File: config.mk
export PLATFORM = sky130hd
export DESIGN_NAME = rcservo_sequencer
export DESIGN_NICKNAME = d
export VERILOG_FILES = /design/src/rtl/rcservo_sequencer.sv
export SDC_FILE = /design/constraint.sdc
export NUM_CORES = 1
export LEC_CHECK = 0
export ABC_AREA = 1
export CORE_MARGIN = 1
export CORE_UTILIZATION = 51
export CTS_CLUSTER_SIZE = 24
export DETAILED_ROUTE_END_ITERATION = 12
export PLACE_DENSITY_LB_ADDON = 0.12
export RECOVER_POWER = 100
export SYNTH_ARGS = -nofsm -noshare
export SYNTH_HDL_FRONTEND = slang
export SYNTH_SLANG_ARGS = --single-unit
File: constraint.sdc
create_clock -name clk -period 5.2 [get_ports clk]
set_clock_uncertainty 0.1 [all_clocks]
set_input_delay 1.56 -clock clk [delete_from_list [all_inputs] [get_ports clk]]
set_output_delay 1.56 -clock clk [all_outputs]
set_load 0.03 [all_outputs]
File: src/rtl/rcservo_sequencer.sv
// rcservo_sequencer: multi-channel RC servo pulse sequencer.
// Each frame starts with a one-cycle LOAD that samples the commands, clamps
// them to +/-500 us around centre and slews the applied positions. The
// channels then get back-to-back slots, each with one pulse of 1000..2000 us.
// The FSM idles until the frame counter wraps.
//
// state | meaning
// LOAD  | frame start: sample commands, update positions, pulse frame_sync
// SLOT  | channel ch_q owns the current slot; its pulse is generated here
// IDLE  | all slots done, wait for the frame counter to wrap
module rcservo_sequencer #(
  parameter int CHANNELS = 4,
  parameter int CLK_FREQ = 48000000,
  parameter int FRAME_US = 20000,
  parameter int SLOT_US  = 2500,
  parameter int MAX_STEP = 0
) (
  input  logic                    clk,
  input  logic                    reset,
  input  logic [CHANNELS-1:0]     enable,
  input  logic [32*CHANNELS-1:0]  jointFreqCmd,
  output logic [32*CHANNELS-1:0]  jointFeedback,
  output logic [CHANNELS-1:0]     PWM,
  output logic                    frame_sync
);

  localparam int TICKS_US    = CLK_FREQ / 1000000;
  localparam int FRAME_TICKS = FRAME_US * TICKS_US;
  localparam int SLOT_TICKS  = SLOT_US * TICKS_US;
  localparam int FCNT_W      = $clog2(FRAME_TICKS);
  localparam int SCNT_W      = $clog2(SLOT_TICKS);
  localparam int CH_W        = (CHANNELS > 1) ? $clog2(CHANNELS) : 1;

  typedef enum logic [1:0] {LOAD, SLOT, IDLE} state_t;

  state_t              state_q, state_d;
  logic [FCNT_W-1:0]   fcnt_q;
  logic [SCNT_W-1:0]   scnt_q, scnt_d;
  logic [CH_W-1:0]     ch_q, ch_d;
  logic                en_lat_q, en_lat_d;
  logic [CHANNELS-1:0] pwm_q, pwm_d;
  logic signed [11:0]  pos_q [CHANNELS];
  logic signed [11:0]  pos_d [CHANNELS];

  // Free-running frame counter; the frame length never depends on the FSM.
  always_ff @(posedge clk) begin
    if (reset) begin
      fcnt_q <= '0;
    end else if (fcnt_q == FCNT_W'(FRAME_TICKS - 1)) begin
      fcnt_q <= '0;
    end else begin
      fcnt_q <= fcnt_q + FCNT_W'(1);
    end
  end

  // Target clamp and slew limit, applied only in LOAD. The 32-bit compare
  // keeps extreme commands safe; the difference is formed in int width.
  always_comb begin : p_pos
    logic signed [31:0] cmd;
    logic signed [11:0] tgt;
    int                 diff;
    int                 step;
    int                 nxt;
    for (int k = 0; k < CHANNELS; k++) begin
      cmd = signed'(jointFreqCmd[32*k +: 32]);
      if (cmd > 500) begin
        tgt = 12'sd500;
      end else if (cmd < -500) begin
        tgt = -12'sd500;
      end else begin
        tgt = cmd[11:0];
      end
      diff = int'(tgt) - int'(pos_q[k]);
      if (MAX_STEP == 0) begin
        step = diff;
      end else if (diff > MAX_STEP) begin
        step = MAX_STEP;
      end else if (diff < -MAX_STEP) begin
        step = -MAX_STEP;
      end else begin
        step = diff;
      end
      nxt = int'(pos_q[k]) + step;
      pos_d[k] = (state_q == LOAD) ? nxt[11:0] : pos_q[k];
    end
  end

  // Applied position registers.
  always_ff @(posedge clk) begin
    for (int k = 0; k < CHANNELS; k++) begin
      if (reset) begin
        pos_q[k] <= '0;
      end else begin
        pos_q[k] <= pos_d[k];
      end
    end
  end

  // Next-state and pulse logic. Enable is latched at scnt==0 so mid-slot
  // changes can neither cut a pulse short nor start one late.
  always_comb begin : p_fsm
    logic active;
    int   w_ticks;
    state_d  = state_q;
    ch_d     = ch_q;
    scnt_d   = scnt_q;
    en_lat_d = en_lat_q;
    pwm_d    = '0;
    active   = 1'b0;
    w_ticks  = (1500 + int'(pos_q[ch_q])) * TICKS_US;
    case (state_q)
      LOAD: begin
        state_d = SLOT;
        ch_d    = '0;
        scnt_d  = '0;
      end
      SLOT: begin
        active   = (scnt_q == '0) ? enable[ch_q] : en_lat_q;
        en_lat_d = active;
        if (active && (int'(scnt_q) < w_ticks)) begin
          pwm_d[ch_q] = 1'b1;
        end
        if (scnt_q == SCNT_W'(SLOT_TICKS - 1)) begin
          scnt_d = '0;
          if (ch_q == CH_W'(CHANNELS - 1)) begin
            state_d = IDLE;
          end else begin
            ch_d = ch_q + CH_W'(1);
          end
        end else begin
          scnt_d = scnt_q + SCNT_W'(1);
        end
      end
      IDLE: begin
        if (fcnt_q == FCNT_W'(FRAME_TICKS - 1)) begin
          state_d = LOAD;
        end
      end
      default: state_d = LOAD;
    endcase
  end

  // FSM and registered pulse outputs.
  always_ff @(posedge clk) begin
    if (reset) begin
      state_q  <= LOAD;
      ch_q     <= '0;
      scnt_q   <= '0;
      en_lat_q <= 1'b0;
      pwm_q    <= '0;
    end else begin
      state_q  <= state_d;
      ch_q     <= ch_d;
      scnt_q   <= scnt_d;
      en_lat_q <= en_lat_d;
      pwm_q    <= pwm_d;
    end
  end

  for (genvar k = 0; k < CHANNELS; k++) begin : g_fb
    assign jointFeedback[32*k +: 32] = 32'(pos_q[k]);
  end

  assign PWM        = pwm_q;
  assign frame_sync = (state_q == LOAD) && !reset;

endmodule
==> After elaboration in Yosys (flattened, before gate mapping) <==
Memories as Yosys holds them, arrays and structs flattened. A register that Yosys moved wholly into a read port is not among the register bits.
Cells that the tools add are included.
Widths: inputs -> output; s select.
{ "totals": {"regBits": 46, "ram_bits": 48, "in_bits": 134, "out_inout_bits": 133, "word_cells": 92, "mem_count": 1} }
{ "op_classes": {"addsub": 12, "n_mul": 1, "n_lt_le_gt_ge": 11, "n_eq_ne": 9, "muxes": 35, "n_bitwise": 6, "reduce_logical": 11} }
{ "memory_table": {"columns": ["name", "depth", "width", "rd", "rd_clocked_by_memory_dff", "wr", "line_no", "rtl"], "rows": [
  ["pos_q", 4, 12, 5, 1, 4, "42", "logic signed [11:0] pos_q [CHANNELS];"]
]} }
{ "op_table": {"columns": ["operator", "n"], "rows": [
  ["$mux 12", 16],
  ["$gt 32x10->1 const B", 4],
  ["$lt 32x10->1 const B", 4],
  ["$add 12x12->12", 4],
  ["$sub 12x12->12", 4],
  ["$pmux 17 s2", 1],
  ["$add 20x1->20 const B", 1],
  ["$eq 20x20->1 const B", 1],
  ["$lt 18x20->1", 1],
  ["$add 17x1->17 const B", 1],
  ["$eq 17x17->1 const B", 1],
  ["$logic_not 17->1", 1],
  ["$mux 17", 1],
  ["$mul 13x3->16 const B", 1],
  ["$mux 2", 7],
  ["$add 12x12->13 const A", 1],
  ["$ne 2x2->1 const B", 4],
  ["$mux 1", 6],
  ["$pmux 2 s3", 1],
  ["$reduce_and 3->1", 2],
  ["$eq 2x2->1 const B", 2],
  ["$or 1x1->1", 4],
  ["$pmux 2 s2", 1],
  ["$logic_and 1x1->1", 3],
  ["12 further kinds", 13]
]} }

==> Longest topological paths before layout <==
Gate-level depths: netlist (run 1).
{ "depth": {"ltp_word": 7, "ltp_mapped": 28, "depth_no_buf": 27} }

==> Worst setup path before layout (run 1) <==
OpenSTA, ideal clock, no wires.
{ "synth_path": {"kind": "input to register", "start": "in jointFreqCmd[84]", "end": "mem pos_q[2][9]", "setup_ns": 0.115, "t_arrival_ns": 4.247, "required_time_ns": 4.985, "setup_slack_ns": 0.738, "path_stages": 17, "path_buffers": 0, "cell_sequence": "nor2_1 nand2_1 nor2_1 nand2_1 o41ai_2 o21ai_0 ha_1 xor2_1 ha_1 a21oi_1 o21ai_0 a21oi_1 nor2_1 nor2_1 xor2_1 o21ai_0 inv_1"} }
{ "synth_lines": {"columns": ["element", "line_no", "rtl"], "rows": [
  ["from (decl)", "21", "input logic [32*CHANNELS-1:0] jointFreqCmd,"],
  ["to (decl)", "42", null]
]} }

==> flow_summary.json, run 1 <==
{
  "worst_slew_pin_slew_ns": 1.862,
  "final_util_pct": 65.69,
  "start_util_pct": 52.20,
  "clk_pin_slew_ns": 0.08,
  "clock-sinks": 96,
  "synth_top_area_share_pct": 18.77,
  "ys_warn_count": 0,
  "layout_min_cycle_time_ns": 4.914,
  "cts_root_buf": "clkbuf_16",
  "rows": 52,
  "cts_buffers": 9,
  "drive_gt1_share_pct": 7.055,
  "wl_um": 27950,
  "pin_count": 267,
  "nNetsFinal": 2008,
  "die_w_um": 146.1,
  "max_slew_margin_pct": -25.20,
  "via_count": 10520,
  "min_period_over_period_pct": 94.50,
  "syn_avg_cell_area_sq_um": 6.958,
  "hpwl_um": 22380,
  "synth_area_leader_cell": "ha_1",
  "p_per_area_nw_per_um2": 762.7,
  "hold_viol_final": 0,
  "instances_no_fill": 1985,
  "syn-num-nets": 1821,
  "yosys-top-cells-area": "ha_1 (19%), dfxtp_1 (18%), nand2_1 (7.6%)",
  "end_kind": "flip-flop",
  "drv_cap": 1,
  "clk_path_buf_depth": 2,
  "hp-class": "flip-flop to flip-flop",
  "drc": 0,
  "vdd_drop_max_mv": 0.4716,
  "setup_viol_count_final": 0,
  "synthCells": 1523,
  "synth_enable_flop_cells": 0,
  "grt_max_degree": 69,
  "grt_overflow": 0,
  "crit_required_ns": 5.36,
  "fmax_mhz": 203.5,
  "syn_area_sq_um": 10600,
  "synth_seq_area_share_pct": 18.14,
  "leakagePower_nw": 6.286,
  "critPathKind": "input port to flip-flop",
  "final_max_slew_viol_count": 17,
  "first_global_vias": 9817,
  "core-area_sq_um": 20300,
  "worst-endpoint-arrival_ns": 5.08,
  "layout_common_cells": "nand2_1 (216), inv_1 (189), ha_1 (159), a21oi_1 (136), dlygate4sd3_1 (134)",
  "path_max_fanout": 8,
  "final_common_cell": "nand2_1",
  "area_growth_pct": 25.84,
  "drt_pass1_iterations": 6,
  "wl_per_cell_um": 14.08,
  "ant_nets": 0,
  "antenna_found_initial": 0,
  "die_h_um": 146.1,
  "htreeDepth": 3,
  "ys_ff_latch": 96,
  "dpl.cell_count": 1969,
  "ys_types": 57,
  "portBuffers": 266,
  "drt_iter0_drc": 451,
  "worstSetupStartpointType": "input port",
  "async_flop_share_pct": 0,
  "failed_checks": "max-capacitance violations, max-slew violations",
  "tritoncts": "built",
  "hold_buffers": 0,
  "diodes": 0,
  "grtUsageTotal_pct": 26.41,
  "gp_congestion": 0.8888,
  "outcome": "finished with violations",
  "insertion_delay_ns": 0.37,
  "dieArea_sq_um": 21360,
  "grt_pass1_wl_um": 46160,
  "fill_cells": 1892,
  "synth_ff_type": "dfxtp_1",
  "post_drt_via_cell_ratio": 5.298
}
[kinds of logic after synthesis]
group | synth area share, %
DFF | 18.14
xor gates and xnor gates | 7.770
buffers and inverters | 14.46
AOI/OAI and AO/OA | 15.52
adders and majority gates | 19.72
and+or+nand+nor | 24.39
[metrics by stage]
stage	cell area (sq um)	setup TNS [ns]	hold slack [ns]	setup slack (ns)	power, W
after floorplan	10600	0	0.3176	0.7377	0.007631
after global placement	13020	0	0.3318	0.04102	0.009417
after detailed placement	13020	-0.08388	0.3379	-0.04271	0.009581
after CTS	13340	0	0.3561	0.3315	0.01037
after global routing	13330	-0.02883	0.3774	-0.02883	0.01138
final	13330	0	0.3509	0.2861	0.01017
[synth_stat cells, types with 37 or more instances]
cell type	count
a21oi_1	138
buf_4	83
dfxtp_1	96
ha_1	159
inv_1	188
nand2_1	215
nand3_1	64
nand4_1	41
nor2_1	117
o21ai_0	93
or2_2	37
xor2_1	68
[flip-flops by register name, summed over array words and instances (netlist names), named ones only]
| name | count |
|---|---|
| PWM | 4 |
| scnt_q | 17 |
| fcnt_q | 20 |
| en_lat_q | 1 |
| ch_q | 2 |
| state_q | 2 |
| pos_q | 48 |
[critical path: stages]
cell,delay [ns]
clkdlybuf4s50_1,0.43
or2_2,0.30
nor4_1,0.27
nand4_1,0.22
o21ai_4,0.29
nand3_1,0.15
ha_1,0.20
or2_2,0.29
ha_1,0.36
a21oi_1,0.22
o21ai_0,0.14
a21oi_1,0.20
nor2_1,0.06
nor2_1,0.11
xor2_1,0.07
o21ai_0,0.14
inv_1,0.05
[cell type report]
type | count | area (sq um) | area share [%]
well taps | 270 | 337.8 | 2.534
flip-flops and latches | 96 | 1922 | 14.41
clock buffers | 9 | 225.2 | 1.689
repair buffers | 291 | 2830 | 21.23
clock inverters | 7 | 95.09 | 0.7131
inverters | 205 | 769.5 | 5.771
multi-input cells | 1107 | 7154 | 53.66
[power breakdown]
| part | switching [W] | internal (W) |
|---|---|---|
| Sequential | 0.000359 | 0.000919 |
| Combinational | 0.00487 | 0.00329 |
| Clock | 0.000341 | 0.000388 |
| Total | 0.00557 | 0.00460 |
[worst paths after layout]
| kind | to | slack (ns) | depth (start not counted) | start |
|---|---|---|---|---|
| worst min-delay path | fcnt_q[0]$_SDFF_PP0_ | 0.35 | 1 | fcnt_q[0]$_SDFF_PP0_ |
| worst max register to register | PWM[0]$_SDFF_PP0_ | 0.58 | 25 | flip-flop |
| worst min register to register | fcnt_q[0]$_SDFF_PP0_ | 0.35 | 1 | fcnt_q[0]$_SDFF_PP0_ |
| worst max-delay path | pos_q[1][8]$_SDFFE_PP0P_ | 0.29 | 17 | jointFreqCmd[55] |
[routing by layer]
| layer | global-route usage, % | part of all wire [%] | up-vias |
|---|---|---|---|
| met4 | 8.646 | 2.0 | 0 |
| met2 | 45.93 | 47 | 337 |
| met3 | 4.281 | 6.0 | 41 |
| met5 | 0 | 0 | - |
| li1 | - | - | 5349 |
| met1 | 33.06 | 45 | 4790 |
[what timing repair did]
item,CTS,global route
setup buffers,0,0
gates resized for setup,0,4
setup endpoints to repair,0,3
Note: power is estimated with default switching activity, not from simulation.
==> inputs of run 2 (changes only) <==
CORE_UTILIZATION = 52   (was 51)
CTS_BUF_LIST = sky130_fd_sc_hd__clkbuf_2   (was default)
==> flow_summary.json, run 2 (synthesized netlist as in run 1, its figures left out) <==
{
  "ant_nets": 0,
  "drt_iter0_drc": 536,
  "htreeDepth": 3,
  "fmax_mhz": 210.6,
  "hp-class": "flip-flop to flip-flop",
  "drc": 0,
  "first_global_vias": 9711,
  "fill_cells": 1805,
  "hpwl_um": 22420,
  "outcome": "finished with violations",
  "rrSetupSlack_ns": 0.73,
  "layout_common_cells": "nand2_1 (215), inv_1 (189), ha_1 (159), a21oi_1 (138), dlygate4sd3_1 (136)",
  "drv_cap": 1,
  "crit_required_ns": 5.65,
  "hp-start": "fcnt_q[0]$_SDFF_PP0_",
  "dpl.cell_count": 1969,
  "die_h_um": 144.8,
  "fin_ws_ns": 0.4512,
  "insertion_delay_ns": 0.65,
  "start_util_pct": 53.74,
  "dieArea_sq_um": 20950,
  "max_slew_margin_pct": -36.40,
  "min_period_over_period_pct": 91.32,
  "path_max_fanout": 9,
  "worst_slew_pin_slew_ns": 2.029,
  "r2r_end": "PWM[2]$_SDFF_PP0_",
  "grtUsageTotal_pct": 27.01,
  "dp_slack_ns": -0.03446,
  "end_kind": "flip-flop",
  "failed_checks": "max-capacitance violations, max-slew violations",
  "power_w": 0.009964,
  "top_register": "pos_q",
  "tritoncts": "built",
  "area_growth_pct": 23.71,
  "instances_no_fill": 1987,
  "wl_um": 27620,
  "largest_reg_flops": 48,
  "critPathKind": "input port to flip-flop",
  "post_drt_via_cell_ratio": 5.224,
  "setup_viol_count_final": 0,
  "pin_count": 267,
  "leakagePower_nw": 6.202,
  "multi_input_area_sq_um": 7108,
  "clk_path_buf_depth": 2,
  "grt_overflow": 0,
  "core-area_sq_um": 19720,
  "cts_resized": 0,
  "worst-endpoint-arrival_ns": 5.20,
  "vdd_drop_max_mv": 0.5098,
  "largest_registers": "pos_q: 48 flops, fcnt_q: 20 flops, scnt_q: 17 flops",
  "worstHoldPathCells": 1,
  "postCtsSetupBuffers": 0,
  "drive_gt1_share_pct": 6.744,
  "portBuffers": 266,
  "final_max_slew_viol_count": 17,
  "clk_pin_slew_ns": 0.25,
  "rows": 51,
  "nNetsFinal": 2013,
  "via_count": 10380,
  "rsz0062_at_grt": "no",
  "cts_root_buf": "clkbuf_2",
  "wl_per_cell_um": 13.90,
  "final_common_cell": "nand2_1",
  "cts_buffers": 9,
  "grt_max_degree": 69,
  "p_per_area_nw_per_um2": 760.1,
  "hold_viol_final": 0,
  "timing.hold.ws_ns": 0.3717,
  "final_util_pct": 66.48,
  "gp_congestion": 0.9109,
  "worstSetupStartpointType": "input port",
  "hold_buffers": 0,
  "layout_min_cycle_time_ns": 4.749,
  "grt_pass1_wl_um": 44880,
  "clock-sinks": 96,
  "regArea_sq_um": 1922,
  "drt_pass1_iterations": 6,
  "r2r_cells": 25,
  "die_w_um": 144.8,
  "worstHoldEndpoint": "fcnt_q[0]$_SDFF_PP0_",
  "antenna_found_initial": 1
}
run 2: cell types whose count changed in the layout (fill, tap and decap cells not counted), moves of 4 or more:
cell and delta:
clkbuf_4 +4, clkbuf_2 +9, clkbuf_1 +4, clkbuf_16 -9
run 2: worst max-delay path by stage:
stage | slack [ns] | cells past startpoint | startpoint | end
floorplan | 0.74 | 17 | jointFreqCmd[84] | pos_q[2][9]$_SDFFE_PP0P_
global placement | 0.06 | 16 | jointFreqCmd[7] | pos_q[0][11]$_SDFFE_PP0P_
detailed placement | -0.03 | 18 | jointFreqCmd[107] | pos_q[3][8]$_SDFFE_PP0P_
CTS | 0.64 | 18 | jointFreqCmd[107] | pos_q[3][8]$_SDFFE_PP0P_
global route | 0.09 | 18 | jointFreqCmd[107] | pos_q[3][8]$_SDFFE_PP0P_
finish | 0.45 | 18 | jointFreqCmd[107] | pos_q[3][8]$_SDFFE_PP0P_
run 2: worst max-delay path: stages:
cell and delay [ns]:
dlygate4sd3_1 0.54, or2_0 0.22, nor3_1 0.24, nand3_1 0.13, o221ai_2 0.37, o21ai_0 0.21
inv_1 0.14, ha_1 0.25, xor2_1 0.15, ha_1 0.37, a21oi_1 0.21, o21ai_0 0.13
a21oi_1 0.20, nor2_1 0.06, nor2_1 0.11, xor2_1 0.07, o21ai_0 0.16, inv_1 0.06
run 2: final cells by class:
class	count	area share, %
antenna	2	0.03818
clock buffer	10	0.3818
clock inverter	6	0.5154
inverter	205	5.870
multi-input combinational	1107	54.22
sequential	96	14.66
tap	265	2.529
timing repair buffer	296	21.78
run 2: layer usage:
| layer | vias to the layer above | share of wire, % | global-route usage [%] |
|---|---|---|---|
| li1 | 5358 | - | - |
| met1 | 4660 | 43 | 33.10 |
| met2 | 326 | 49 | 48.20 |
| met3 | 37 | 6.1 | 4.080 |
| met4 | 0 | 2.0 | 8.532 |
| met5 | - | 0 | 0 |
run 2: stage by stage:
step / TNS, ns / instance area (sq um)
final: 0 / 13110
after global routing: 0 / 13110
after CTS: 0 / 13170
after detailed placement: -0.04354 / 13050
after global placement: 0 / 13050
after floorplan: 0 / 10600
run 2: power breakdown:
part           internal (W)  switching (W)
logic               0.00334        0.00500
clock network      0.000114       0.000291
registers          0.000919       0.000303
==> inputs of run 3 (changes only) <==
SLEW_MARGIN = 10   (was default)
==> results of run 3 <==
The final DEF is identical to that of run 2; final timing and power are the same.
